==> src/rtl/clkdiv_multi.sv <==
// clkdiv_multi: multi-channel programmable clock divider.
//
// Each channel divides clk by 2*(active+1) and produces a 50% duty square wave
// plus a one-clock strobe in the cycle the square wave first reads 1. A new
// half-period can be loaded at any time. It is applied only on the next toggle
// edge, so a half-period already in progress always completes without a glitch.
//
// Ports
//   clk      in   system clock, rising-edge active
//   rst      in   asynchronous active-high reset
//   en       in   [CHANNELS] per-channel run enable
//   sync     in   global phase-align request; clears every channel while high
//   load     in   [CHANNELS] one-cycle request to capture a new half-period
//   div_cfg  in   [CHANNELS*COUNT_WIDTH] half-period values, channel i at
//                 [i*COUNT_WIDTH +: COUNT_WIDTH]
//   out      out  [CHANNELS] divided square waves (registered)
//   tick     out  [CHANNELS] rising-edge strobes (registered)
//   pend     out  [CHANNELS] a loaded half-period is waiting for the next toggle
module clkdiv_multi #(
    parameter int unsigned CHANNELS    = 2,
    parameter int unsigned COUNT_WIDTH = 8,
    parameter int unsigned RESET_HALF  = 5
) (
    input  logic                            clk,
    input  logic                            rst,
    input  logic [CHANNELS-1:0]             en,
    input  logic                            sync,
    input  logic [CHANNELS-1:0]             load,
    input  logic [CHANNELS*COUNT_WIDTH-1:0] div_cfg,
    output logic [CHANNELS-1:0]             out,
    output logic [CHANNELS-1:0]             tick,
    output logic [CHANNELS-1:0]             pend
);

    localparam logic [COUNT_WIDTH-1:0] ResetHalf = COUNT_WIDTH'(RESET_HALF);
    localparam logic [COUNT_WIDTH-1:0] CntOne    = COUNT_WIDTH'(1);

    for (genvar i = 0; i < int'(CHANNELS); i++) begin : g_chan
        logic [COUNT_WIDTH-1:0] cnt_q, cnt_d;
        logic [COUNT_WIDTH-1:0] active_q, active_d;
        logic [COUNT_WIDTH-1:0] shadow_q, shadow_d;
        logic                   out_q, out_d;
        logic                   tick_q, tick_d;
        logic                   pend_q, pend_d;
        logic [COUNT_WIDTH-1:0] cfg;
        logic [COUNT_WIDTH-1:0] next_active;

        assign cfg = div_cfg[i*COUNT_WIDTH +: COUNT_WIDTH];

        // Value taken by active whenever an update is allowed: a load in the
        // same cycle beats an older pending one, which beats holding.
        assign next_active = load[i] ? cfg : (pend_q ? shadow_q : active_q);

        always_comb begin
            cnt_d    = cnt_q;
            active_d = active_q;
            shadow_d = shadow_q;
            out_d    = out_q;
            tick_d   = tick_q;
            pend_d   = pend_q;

            if (sync || !en[i]) begin
                // Idle/phase-align: no half-period is in progress, so any new
                // value can be applied straight away.
                cnt_d    = '0;
                out_d    = 1'b0;
                tick_d   = 1'b0;
                active_d = next_active;
                pend_d   = 1'b0;
            end else if (cnt_q != active_q) begin
                cnt_d  = cnt_q + CntOne;
                tick_d = 1'b0;
                if (load[i]) begin
                    shadow_d = cfg;
                    pend_d   = 1'b1;
                end
            end else begin
                // Toggle cycle: the half-period ends here, safe point to switch.
                cnt_d    = '0;
                out_d    = ~out_q;
                tick_d   = ~out_q;
                active_d = next_active;
                pend_d   = 1'b0;
            end
        end

        always_ff @(posedge clk or posedge rst) begin
            if (rst) begin
                cnt_q    <= '0;
                active_q <= ResetHalf;
                shadow_q <= ResetHalf;
                out_q    <= 1'b0;
                tick_q   <= 1'b0;
                pend_q   <= 1'b0;
            end else begin
                cnt_q    <= cnt_d;
                active_q <= active_d;
                shadow_q <= shadow_d;
                out_q    <= out_d;
                tick_q   <= tick_d;
                pend_q   <= pend_d;
            end
        end

        assign out[i]  = out_q;
        assign tick[i] = tick_q;
        assign pend[i] = pend_q;
    end

endmodule

==> config.mk <==
export PLATFORM = sky130hd
export DESIGN_NAME = clkdiv_multi
export DESIGN_NICKNAME = d
export VERILOG_FILES = /design/src/rtl/clkdiv_multi.sv
export SDC_FILE = /design/constraint.sdc
export NUM_CORES = 1
export LEC_CHECK = 0
export CAP_MARGIN = 20
export CORE_UTILIZATION = 25
export CTS_CLUSTER_SIZE = 30
export DETAILED_ROUTE_END_ITERATION = 7
export GPL_TIMING_DRIVEN = 0
export PLACE_DENSITY = 0.4
export SLEW_MARGIN = 20
export SYNTH_ARGS = -nofsm -noshare
export SYNTH_HDL_FRONTEND = slang
export SYNTH_SLANG_ARGS = --single-unit
==> constraint.sdc <==
create_clock -name clk -period 3 [get_ports clk]
set_clock_uncertainty 0.2 [all_clocks]
set_input_delay 0.45 -clock clk [delete_from_list [all_inputs] [get_ports clk]]
set_output_delay 0.45 -clock clk [all_outputs]
set_load 0.005 [all_outputs]
# Yosys cells after proc, flatten, opt, wreduce, memory -nomap -nowiden
# Index checks and enable logic that the tools add are counted.
# classes
mux	26
eq_ne	6
n_addsub	2
n_bitwise	4
reduce_logical	6
# ops
operator	count
2-to-1 mux 8 bit	12
adder 8 x 1 -> 8 bit, second input constant	2
!= test 8 bit	2
2-to-1 mux 1 bit	14
!= test 3 bit, second input constant	2
AND reduction 3 bit	2
!= test 2 bit, second input constant	2
inverter 1 bit	4
logical NOT 1 bit	2
logical OR 1 bit	2
# totals
input_bits	23
out_inout_bits	6
elab_cells	56
reg_bits	54

# Logic depth before layout (Yosys ltp)
# Gate-level depths: netlist (run 1).
# logic_depth
depth_word	4
mapped_depth	5
depth_no_buf	5

# Least setup slack after synthesis (run 1)
# Ideal clock, no wire load.
# synth_path
kind	input to register
from	input load[1]
to	register g_chan[1].shadow_q[1]
arrival_ps	1411
path_slack_ps	1264
t_required_ps	2675
cell_stages	4
cell_sequence	clkbuf_1 -> nand2_1 -> a21oi_4 -> mux2_2
# synth_between
elab_chain_cells	1
# synth_rtl
element	line	source
from (decl)	28	input logic [CHANNELS-1:0] load,
AND reduction 3 bit (no line)	n/a	
to (signal assigned)	91	shadow_q <= ResetHalf;
to (signal assigned)	98	shadow_q <= shadow_d;
to (decl)	41	logic [COUNT_WIDTH-1:0] shadow_q, shadow_d;
# Every way passes these cells.
# A chain may end at the register's enable or synchronous reset.

# Final worst setup path (run 1)
# layout_path
from	input load[1]
to	register g_chan[1].shadow_q[4]
# The elaborated chain is that of the path after synthesis.

==> summary.txt, run 1 <==
Synth
  – Yosys cell types: 29
  – Syn_area_per_cell: 11.0 sq um
  – Sequential area share after synthesis: 0.515
  – Post-synthesis register bit count: 54
  – Syn_nets: 266
  – Gate Count Post-Synth: 241
  – Syn Std Cell Area: 0.00264 sq mm
  – Yosys warnings: 0

Power and ir drop
  – Clock power frac: 0.296
  – Sw frac: 0.261
  – Part of the power in combinational logic: 0.168
  – Pwr dens: 513 mW/mm^2
  – Sequential power share: 0.536
  – Internal Power: 1.22 mW
  – Peak VDD IR: 0.187 mV
  – Pleak: 1.24 nW
  – Post-layout power: 1.65 mW
  – Sw Pwr: 431 uW

Floorplanning
  – Die footprint: 0.0110 sq mm
  – Row cnt: 37
  – Die height: 105 um
  – Placeable core area: 0.0103 sq mm
  – Die Wd: 105 um
  – Initial Utilization: 0.257
  – IO Pins: 29

Worst setup path
  – Max incr delay on CP: 0.47 ns
  – Worst setup SP type: primary input
  – Worst EP required: 3.00 ns
  – Worst-path cell chain: clkdlybuf4s50_1 -> clkbuf_1 -> nand2_1 -> a21oi_4 -> mux2_2
  – Reg2reg start: g_chan[1].active_q[2]
  – Critical path type: in2reg
  – Slowest library cell on the worst path: clkdlybuf4s50_1
  – CP endpoint kind: register
  – CP Data Arrival Time: 2.19 ns
  – Worst flop-to-flop path endpoint: g_chan[1].active_q[7]
  – Max FO, Critical Path: 10
  – R2R depth: 4
  – Reg2Reg Setup Slack: 0.94 ns

Clock tree
  – Sinks on the clock net: 54
  – CTS clk-pin slew, worst paths: 0.10 ns
  – Root Driver: clkbuf_8
  – Hold Buf Count CTS: 0
  – Clk_lat worst skew: 0.31 ns
  – CTS tree: yes
  – H-tree depth: 2
  – CTS buffer count: 5
  – PostCTS Resize Cnt: 0
  – Clock buffer depth: 2
  – Post-CTS Setup Inserts: 0

Detailed routing
  – Drt first pass iters: 8
  – DR WL/cell: 13.9 um
  – Routed Antenna Nets: 0
  – Vias per inst: 4.56
  – Final WL: 5750 um
  – Vias: 1887
  – DRC viols: 1
  – DRT iter0 DRCs: 115

Outcome
  – Violated checks: DRC
  – Status: complete, but fails checks

Global route
  – Met2 Track Usage GR: 0.151
  – Vias in the first global route: 1895
  – Routing usage on met1: 0.177
  – Met3 GRT Util: 0.0218
  – Tot GR Track Use: 0.113
  – GRT Max-Usage Layer: met1
  – GRT overflow: 0
  – Pin count of the biggest net entering global routing: 31
  – First-pass GRT wire length: 9780 um
  – Antenna violations before repair: 0

Final layout
  – Antenna cell count: 0
  – Area Overhead vs Synth: 21.9%
  – Commonest non-fill, non-tap cell in the layout: dfrtp_1
  – Share of cells above drive strength 1: 0.173
  – Commonest non-fill, non-tap cells in the layout: 46 x dfrtp_1, 34 x nand2_1, 28 x clkdlybuf4s50_1
  – Nets@finish: 302

Hold path
  – Hold Crit Class: in2async

Run
  – Max_cap viols: 0

STA
  – Worst slew pin tran: 0.606 ns
  – Sum Neg Setup Slack: 0 ns
  – Setup-failing EPs final: 0
  – Fin crit share: 0.729
  – Final hold viol count: 0
  – Max-slew violations: 0
  – Minimum hold slack: 0.257 ns
  – Crit path time final: 2.19 ns
  – Unrepaired setup endpoints after global routing: false
  – Slew Limit Headroom: 0.594
  – FMAX: 457 MHz

Placed design
  – Gp weighted congestion: 0.687
  – Port Buffers: 28
  – Detailed Place HPWL: 4110 um
[critical path, delay by kind of cell]
kind	cells	cell delay [ns]
compound gates	1	0.33
buf+inv	2	0.87
mux	1	0.38
simple gates	1	0.16
[cells in the mapped netlist, drive strengths merged]
cell	instances	area [sq um]
a21oi	6	60.1
a22oi	16	120
and2	4	25.0
and3	4	25.0
and4	4	45.0
buf	10	62.6
clkbuf	2	7.51
dfrtp	46	1150
dfstp	8	210
ha	2	25.0
inv	1	3.75
mux2	16	180
nand2	34	128
nand2b	2	12.5
nand3	4	20.0
nand4	6	37.5
nor2	20	75.1
nor2b	4	25.0
nor4	2	12.5
o21ai	4	20.0
o221ai	16	140
or3	2	12.5
xnor2	22	193
xor2	6	52.6
[cell type report]
| type | instances | area (sq um) |
|---|---|---|
| Fill cell | 1097 | 7050 |
| Tap cell | 136 | 170 |
| Clock buffer | 7 | 76.3 |
| Buffer | 12 | 70.1 |
| Timing Repair Buffer | 29 | 300 |
| Inverter | 1 | 6.26 |
| Sequential cell | 54 | 1360 |
| Clock inverter | 1 | 30.0 |
| Multi-Input combinational cell | 174 | 1210 |
[worst max path at each step]
stage             from                    end  cells after the start
6_report       load[1]  g_chan[1].shadow_q[4]                      5
3_3_place_gp       rst     g_chan[0].cnt_q[2]                      2
5_1_grt        load[0]  g_chan[0].shadow_q[4]                      5
4_1_cts        load[0]  g_chan[0].shadow_q[4]                      5
3_5_place_dp   load[1]  g_chan[1].shadow_q[4]                      5
2_1_floorplan      rst  g_chan[0].active_q[1]                      1
[flip-flops by register name, summed over array words and instances, names as in the netlist]
| signal | flops |
|---|---|
| g_chan.cnt_q | 16 |
| g_chan.shadow_q | 16 |
| g_chan.active_q | 16 |
| g_chan.tick_q | 2 |
| g_chan.pend_q | 2 |
| g_chan.out_q | 2 |
[layer usage]
metal	up-vias	wire [um]
li1	929	-
met1	924	3150
met2	32	2410
met3	2	155
met4	0	28
met5	-	0
[stage by stage]
step                setup WS [ns]  std cells  instance area [sq um]   util
global placement           -0.206        405                   3090  0.301
global route                0.727        414                   3220  0.314
CTS                         0.828        414                   3220  0.314
floorplan                    1.05        241                   2640      -
detailed placement          0.484        406                   3120  0.303
finish                      0.814        414                   3220  0.314
[power by group through the flow]
stage	Combinational (mW)	Sequential [mW]	Clock [mW]
after floorplan	0.200	0.885	0
after global placement	0.275	0.899	0
after detailed placement	0.281	0.901	0
after CTS	0.283	0.887	0.519
after global routing	0.309	0.900	0.539
final	0.278	0.886	0.489
[logic make-up (layout without fill, tap and decap cells)]
logic type,after synthesis,count (layout),synth area share
flip-flops,54,54,0.515
AO/OA/AOI/OAI,42,42,0.129
buffers and inverters,13,50,0.0279
adder cells (fa/ha/maj),2,2,0.00946
AND/OR/NAND/NOR,86,86,0.158
multiplexers,16,16,0.0681
XOR/XNOR,28,28,0.0928
Power figures use the tool's default switching activity.
==> run 2: changes to the inputs <==
clock period = 2.1 ns   (was 3 ns; I/O delays follow)
==> run 2 against run 1 <==
  * The flow still finishes with violations (DRC)
  * Combinational power rose by 45%
  * Critical path depth rose by 1
  * Cell count did not move
  * Count of clock-buffer cells in the layout did not move
  * Via count rose by 1.1%
  * Global-route usage did not move
  * Design area rose by 0.47%
  * Sequential power rose by 43%
  * Total power rose by 43%
  * Critical path type unchanged
  * Critical endpoint is now g_chan[0].shadow_q[4]
  * Largest power group unchanged
==> summary.txt, run 2 (same netlist as run 1, synthesis figures left out) <==
Clock tree
  – Hold Buf Count CTS: 0 (unchanged)
  – CTS tree: yes
  – CTS clk-pin slew, worst paths: 0.10 ns (about the same)
  – CTS buffer count: 5 (unchanged)
  – Root Driver: clkbuf_8
  – Clock buffer depth: 2 (unchanged)
  – Sinks on the clock net: 54 (unchanged)
  – Clk_lat worst skew: 0.31 ns (about the same)
  – H-tree depth: 2 (unchanged)

STA
  – Max-slew violations: 0 (unchanged)
  – Unrepaired setup endpoints after global routing: false
  – Fin crit share: 0.956
  – Setup WS post-layout: 0.0918 ns (-0.722 ns)
  – Final hold viol count: 0 (unchanged)
  – FMAX: 498 MHz
  – Slew Limit Headroom: 0.581 (-0.0129)
  – Setup-failing EPs final: 0 (unchanged)
  – Crit path time final: 2.01 ns
  – Worst slew pin tran: 0.626 ns (+0.0193 ns)
  – Minimum hold slack: 0.121 ns (-0.136 ns)

Detailed routing
  – Drt first pass iters: 8 (unchanged)
  – DR WL/cell: 13.9 um (+0.33%)
  – Final WL: 5760 um (+0.33%)
  – Routed Antenna Nets: 0 (unchanged)
  – Vias: 1907 (+1.1%)
  – Vias per inst: 4.61 (+1.1%)
  – DRC viols: 1 (unchanged)
  – DRT iter0 DRCs: 109 (-5.2%)

Outcome
  – Status: complete, but fails checks
  – Violated checks: DRC

Worst setup path
  – Worst flop-to-flop path endpoint: g_chan[1].active_q[7]
  – Crit path from: en[0]
  – Reg2Reg Setup Slack: 0.17 ns (-0.77 ns)
  – Setup crit end: g_chan[0].shadow_q[4]
  – Critical path type: in2reg
  – CP endpoint kind: register
  – Max FO, Critical Path: 10 (unchanged)
  – Reg2reg start: g_chan[1].active_q[2]
  – CP Data Arrival Time: 2.01 ns (-0.18 ns)
  – R2R depth: 4 (unchanged)
  – Worst EP required: 2.10 ns (-0.90 ns)
  – Worst setup SP type: primary input

Power and ir drop
  – Pwr dens: 731 mW/mm^2 (+42%)
  – Part of the power in combinational logic: 0.170 (+0.002)
  – Internal Power: 1.75 mW (+43%)
  – Pleak: 1.25 nW (+0.60%)
  – Sw frac: 0.261 (+0.000656)
  – Sw Pwr: 618 uW (+43%)
  – Sequential power share: 0.535 (about the same)
  – Peak VDD IR: 0.266 mV (+42%)
  – Clock power frac: 0.295 (about the same)

Final layout
  – Fill cells: 1095 (-0.18%)
  – Area Overhead vs Synth: 22.5%
  – Largest regs: g_chan.active_q (16), g_chan.cnt_q (16), g_chan.shadow_q (16)
  – Final core utilization: 0.315 (+0.00146)
  – Nets@finish: 302 (unchanged)
  – Area of the multi-input gates: 0.00122 sq mm (+1.0%)
  – Commonest non-fill, non-tap cells in the layout: 46 x dfrtp_1, 34 x nand2_1, 28 x clkdlybuf4s50_1
  – Sequential cell area: 0.00136 sq mm (unchanged)
  – Commonest non-fill, non-tap cell in the layout: dfrtp_1
  – Share of cells above drive strength 1: 0.194 (+0.0216)
  – Antenna cell count: 0 (unchanged)

Global route
  – Vias in the first global route: 1895 (unchanged)
  – Tot GR Track Use: 0.113 (unchanged)
  – First-pass GRT wire length: 9780 um (unchanged)
  – GRT overflow: 0 (unchanged)
  – Antenna violations before repair: 0 (unchanged)
  – Pin count of the biggest net entering global routing: 31 (unchanged)

Floorplanning
  – Row cnt: 37 (unchanged)
  – Placeable core area: 0.0103 sq mm (unchanged)
  – Die footprint: 0.0110 sq mm (unchanged)
  – Initial Utilization: 0.257 (unchanged)
  – Die Wd: 105 um (unchanged)
  – IO Pins: 29 (unchanged)
  – Die height: 105 um (unchanged)

Run
  – Max_cap viols: 0 (unchanged)

Placed design
  – Detailed Place HPWL: 4110 um (unchanged)
  – Dpl ws: -0.281 ns (-0.765 ns)
  – Port Buffers: 28 (unchanged)
  – Gp weighted congestion: 0.687 (unchanged)

Hold path
  – Hold Crit Class: in2async
[run 2: area by class of cell]
type	instances	share of cell area
timing repair buffer	29	0.0927
tap	136	0.0526
buffer	12	0.0224
multi-input combinational	174	0.377
clock buffer	7	0.0236
sequential	54	0.420
clock inverter	1	0.00927
inverter	1	0.00193
[run 2: worst min-delay path by stage]
stage | end | slack (ns)
detailed placement | g_chan[1].tick_q | 0.29
CTS | g_chan[0].active_q[4] | 0.12
floorplan | g_chan[0].tick_q | 0.25
global placement | g_chan[1].tick_q | 0.28
finish | g_chan[0].cnt_q[5] | 0.12
global route | g_chan[0].active_q[4] | 0.15
[run 2: metrics by stage]
stage               TNS, ns  total power [mW]  cell area, sq um  cells
CTS                       0              2.41              3220    414
global placement     -52.54              1.68              3090    405
floorplan                 0              1.55              2640    241
finish                    0              2.37              3240    414
global route              0              2.50              3240    414
detailed placement    -4.23              1.69              3120    406
[run 2: power groups by stage]
stage                     clock network, mW  logic (mW)  registers [mW]
final                                 0.698       0.403            1.27
after global routing                  0.771       0.447            1.29
after CTS                             0.741       0.404            1.27
after detailed placement                  0       0.402            1.29
after global placement                    0       0.393            1.28
after floorplan                           0       0.286            1.26
[run 2: metal layers]
metal | vias up | global-route usage | part of all wire
met1 | 938 | 0.177 | 0.54
li1 | 930 | - | -
met5 | - | 0 | 0
met3 | 2 | 0.0218 | 0.033
met4 | 0 | 0.0362 | 0.0049
met2 | 37 | 0.151 | 0.42
[run 2: critical path, cell delays in order]
cell	delay, ns
clkdlybuf4s50_1	0.50
nor2b_1	0.15
buf_2	0.25
nand2_1	0.12
a21oi_4	0.30
mux2_2	0.38
[run 2: timing repair]
| item | in CTS | in global routing |
|---|---|---|
| setup buffers | 0 | 0 |
| setup endpoints to repair | 0 | 41 |
| gates resized for setup | 0 | 8 |
==> run 3: changes to the inputs <==
GPL_TIMING_DRIVEN = default   (was 0)
==> run 3 against run 2 <==
  * The flow still finishes with violations (DRC)
  * Combinational power rose by 3%
  * Sequential power barely moved
  * First-iteration DRC count fell by 31%
  * Clock power rose by 25%
  * Flip-flop and latch count did not move
  * Critical path type is now reg2reg
==> summary.txt, run 3 (same netlist as run 1, synthesis figures left out) <==
Detailed routing
  – Routed Antenna Nets: 0 (unchanged)
  – Vias: 1883 (-1.3%)
  – DRC viols: 2 (+1)
  – Vias per inst: 4.56 (-1.0%)
  – Final WL: 6020 um (+4.5%)
  – DR WL/cell: 14.6 um (+4.7%)
  – Drt first pass iters: 8 (unchanged)
  – DRT iter0 DRCs: 75 (-31%)

Placed design
  – Detailed Place HPWL: 4250 um (+3.4%)
  – Post-DP Area: 0.00314 sq mm (+0.72%)
  – Dpl ws: -0.0292 ns (+0.252 ns)
  – Gp weighted congestion: 0.716 (+4.1%)
  – Port Buffers: 28 (unchanged)

Floorplanning
  – Die height: 105 um (unchanged)
  – IO Pins: 29 (unchanged)
  – Die footprint: 0.0110 sq mm (unchanged)
  – Die Wd: 105 um (unchanged)
  – Placeable core area: 0.0103 sq mm (unchanged)
  – Row cnt: 37 (unchanged)
  – Initial Utilization: 0.257 (unchanged)

Outcome
  – Status: complete, but fails checks
  – Violated checks: DRC

Clock tree
  – H-tree depth: 2 (unchanged)
  – CTS buffer count: 5 (unchanged)
  – CTS clk-pin slew, worst paths: 0.10 ns (about the same)
  – Clk_lat worst skew: 0.31 ns (about the same)
  – Clock buffer depth: 2 (unchanged)
  – Root Driver: clkbuf_8
  – CTS tree: yes
  – Post-CTS Setup Inserts: 0 (unchanged)
  – Sinks on the clock net: 54 (unchanged)

Worst setup path
  – CP endpoint kind: register
  – Max FO, Critical Path: 8 (-2)
  – Worst setup SP type: register
  – Reg2reg start: g_chan[0].active_q[2]
  – Critical path type: reg2reg
  – CP Data Arrival Time: 1.86 ns (-0.15 ns)
  – Crit path from: g_chan[0].active_q[2]
  – Worst EP required: 2.11 ns (about the same)

Final layout
  – Nets@finish: 301 (-0.33%)
  – Area Overhead vs Synth: 24.4%
  – Commonest non-fill, non-tap cell in the layout: dfrtp_1
  – Largest regs: g_chan.active_q (16), g_chan.cnt_q (16), g_chan.shadow_q (16)
  – Design Area, Final: 0.00329 sq mm (+1.6%)
  – Commonest non-fill, non-tap cells in the layout: 46 x dfrtp_1, 34 x nand2_1, 28 x clkdlybuf4s50_1
  – Share of cells above drive strength 1: 0.199 (+0.00431)
  – Antenna cell count: 0 (unchanged)
  – Final core utilization: 0.320 (+0.00499)

Power and ir drop
  – Peak VDD IR: 0.336 mV (+27%)
  – Post-layout power: 2.56 mW (+8.0%)
  – Sw Pwr: 647 uW (+4.6%)
  – Part of the power in combinational logic: 0.163 (-0.007)
  – Sw frac: 0.253 (-0.00833)
  – Pleak: 1.27 nW (+2.0%)
  – Clock power frac: 0.342 (+0.047)
  – Pwr dens: 777 mW/mm^2 (+6.3%)
  – Internal Power: 1.91 mW (+9.2%)
  – Sequential power share: 0.495 (-0.040)

Global route
  – Antenna violations before repair: 0 (unchanged)
  – Tot GR Track Use: 0.121 (+0.00821)
  – First-pass GRT wire length: 10400 um (+6.1%)
  – GRT overflow: 0 (unchanged)
  – Pin count of the biggest net entering global routing: 55 (+77%)
  – Vias in the first global route: 1919 (+1.3%)

Hold path
  – Hold Crit Class: in2async

STA
  – Setup-failing EPs final: 0 (unchanged)
  – Crit path time final: 1.86 ns (-0.152 ns)
  – Fin crit share: 0.884 (-0.0724)
  – Slew Limit Headroom: 0.599 (+0.0177)
  – Unrepaired setup endpoints after global routing: false
  – Worst slew pin tran: 0.599 ns (-0.0265 ns)
  – FMAX: 539 MHz (+8.2%)
  – Final hold viol count: 0 (unchanged)
  – Setup WS post-layout: 0.244 ns (+0.152 ns)
  – Max-slew violations: 0 (unchanged)

Run
  – Max_cap viols: 0 (unchanged)
-- run 3: worst paths after layout --
check                                              to  slack [ns]  cells after the start
worst min register to register       g_chan[1].tick_q        0.29                      1
worst max-delay path            g_chan[0].shadow_q[4]        0.24                      4
max in group asynchronous       g_chan[1].active_q[0]        1.24                      3
min in group clk                     g_chan[1].tick_q        0.29                      1
worst min-delay path            g_chan[1].shadow_q[6]        0.15                      3
worst max register to register  g_chan[0].shadow_q[4]        0.24                      4
-- run 3: repair_timing --
| action | CTS | global route |
|---|---|---|
| setup endpoints to repair | 0 | 16 |
| resized for setup | 0 | 2 |
| hold buffers | 0 | 0 |
| hold endpoints to repair | 0 | 0 |
-- run 3: layout make-up --
| type | instances | area [sq um] |
|---|---|---|
| clock buffer | 6 | 82.6 |
| timing repair buffer | 40 | 395 |
| inverter | 1 | 3.75 |
| fill | 1084 | 6990 |
| multi-input combinational | 174 | 1220 |
| clock inverter | 2 | 60.1 |
| sequential | 54 | 1360 |
| tap | 136 | 170 |
-- run 3: worst max-delay path, cell delays in order, from the launching register on --
cell and delay [ns]:
dfstp_2 0.57, xnor2_1 0.09, and4_4 0.22, a21oi_4 0.28, mux2_2 0.38
-- run 3: power groups by stage --
stage	clock network (mW)	registers [mW]	logic, mW
3_3_place_gp	0	1.29	0.413
2_1_floorplan	0	1.26	0.286
4_1_cts	0.900	1.27	0.421
5_1_grt	0.947	1.29	0.468
3_5_place_dp	0	1.29	0.420
6_report	0.875	1.27	0.415
-- run 3: metrics by stage --
| step | instances | TNS (ns) | hold slack (ns) |
|---|---|---|---|
| 6_report | 413 | 0 | 0.151 |
| 5_1_grt | 413 | 0 | 0.182 |
| 4_1_cts | 413 | 0 | 0.169 |
| 3_5_place_dp | 405 | -0.150 | 0.277 |
| 3_3_place_gp | 405 | -0.113 | 0.273 |
| 2_1_floorplan | 241 | 0 | 0.246 |
-- run 3: per-layer routing --
| metal | global-route usage | vias up | share of wire |
|---|---|---|---|
| met5 | 0 | - | 0 |
| met1 | 0.185 | 923 | 0.54 |
| li1 | - | 924 | - |
| met2 | 0.170 | 31 | 0.41 |
| met4 | 0.0362 | 0 | 0.013 |
| met3 | 0.0231 | 5 | 0.030 |
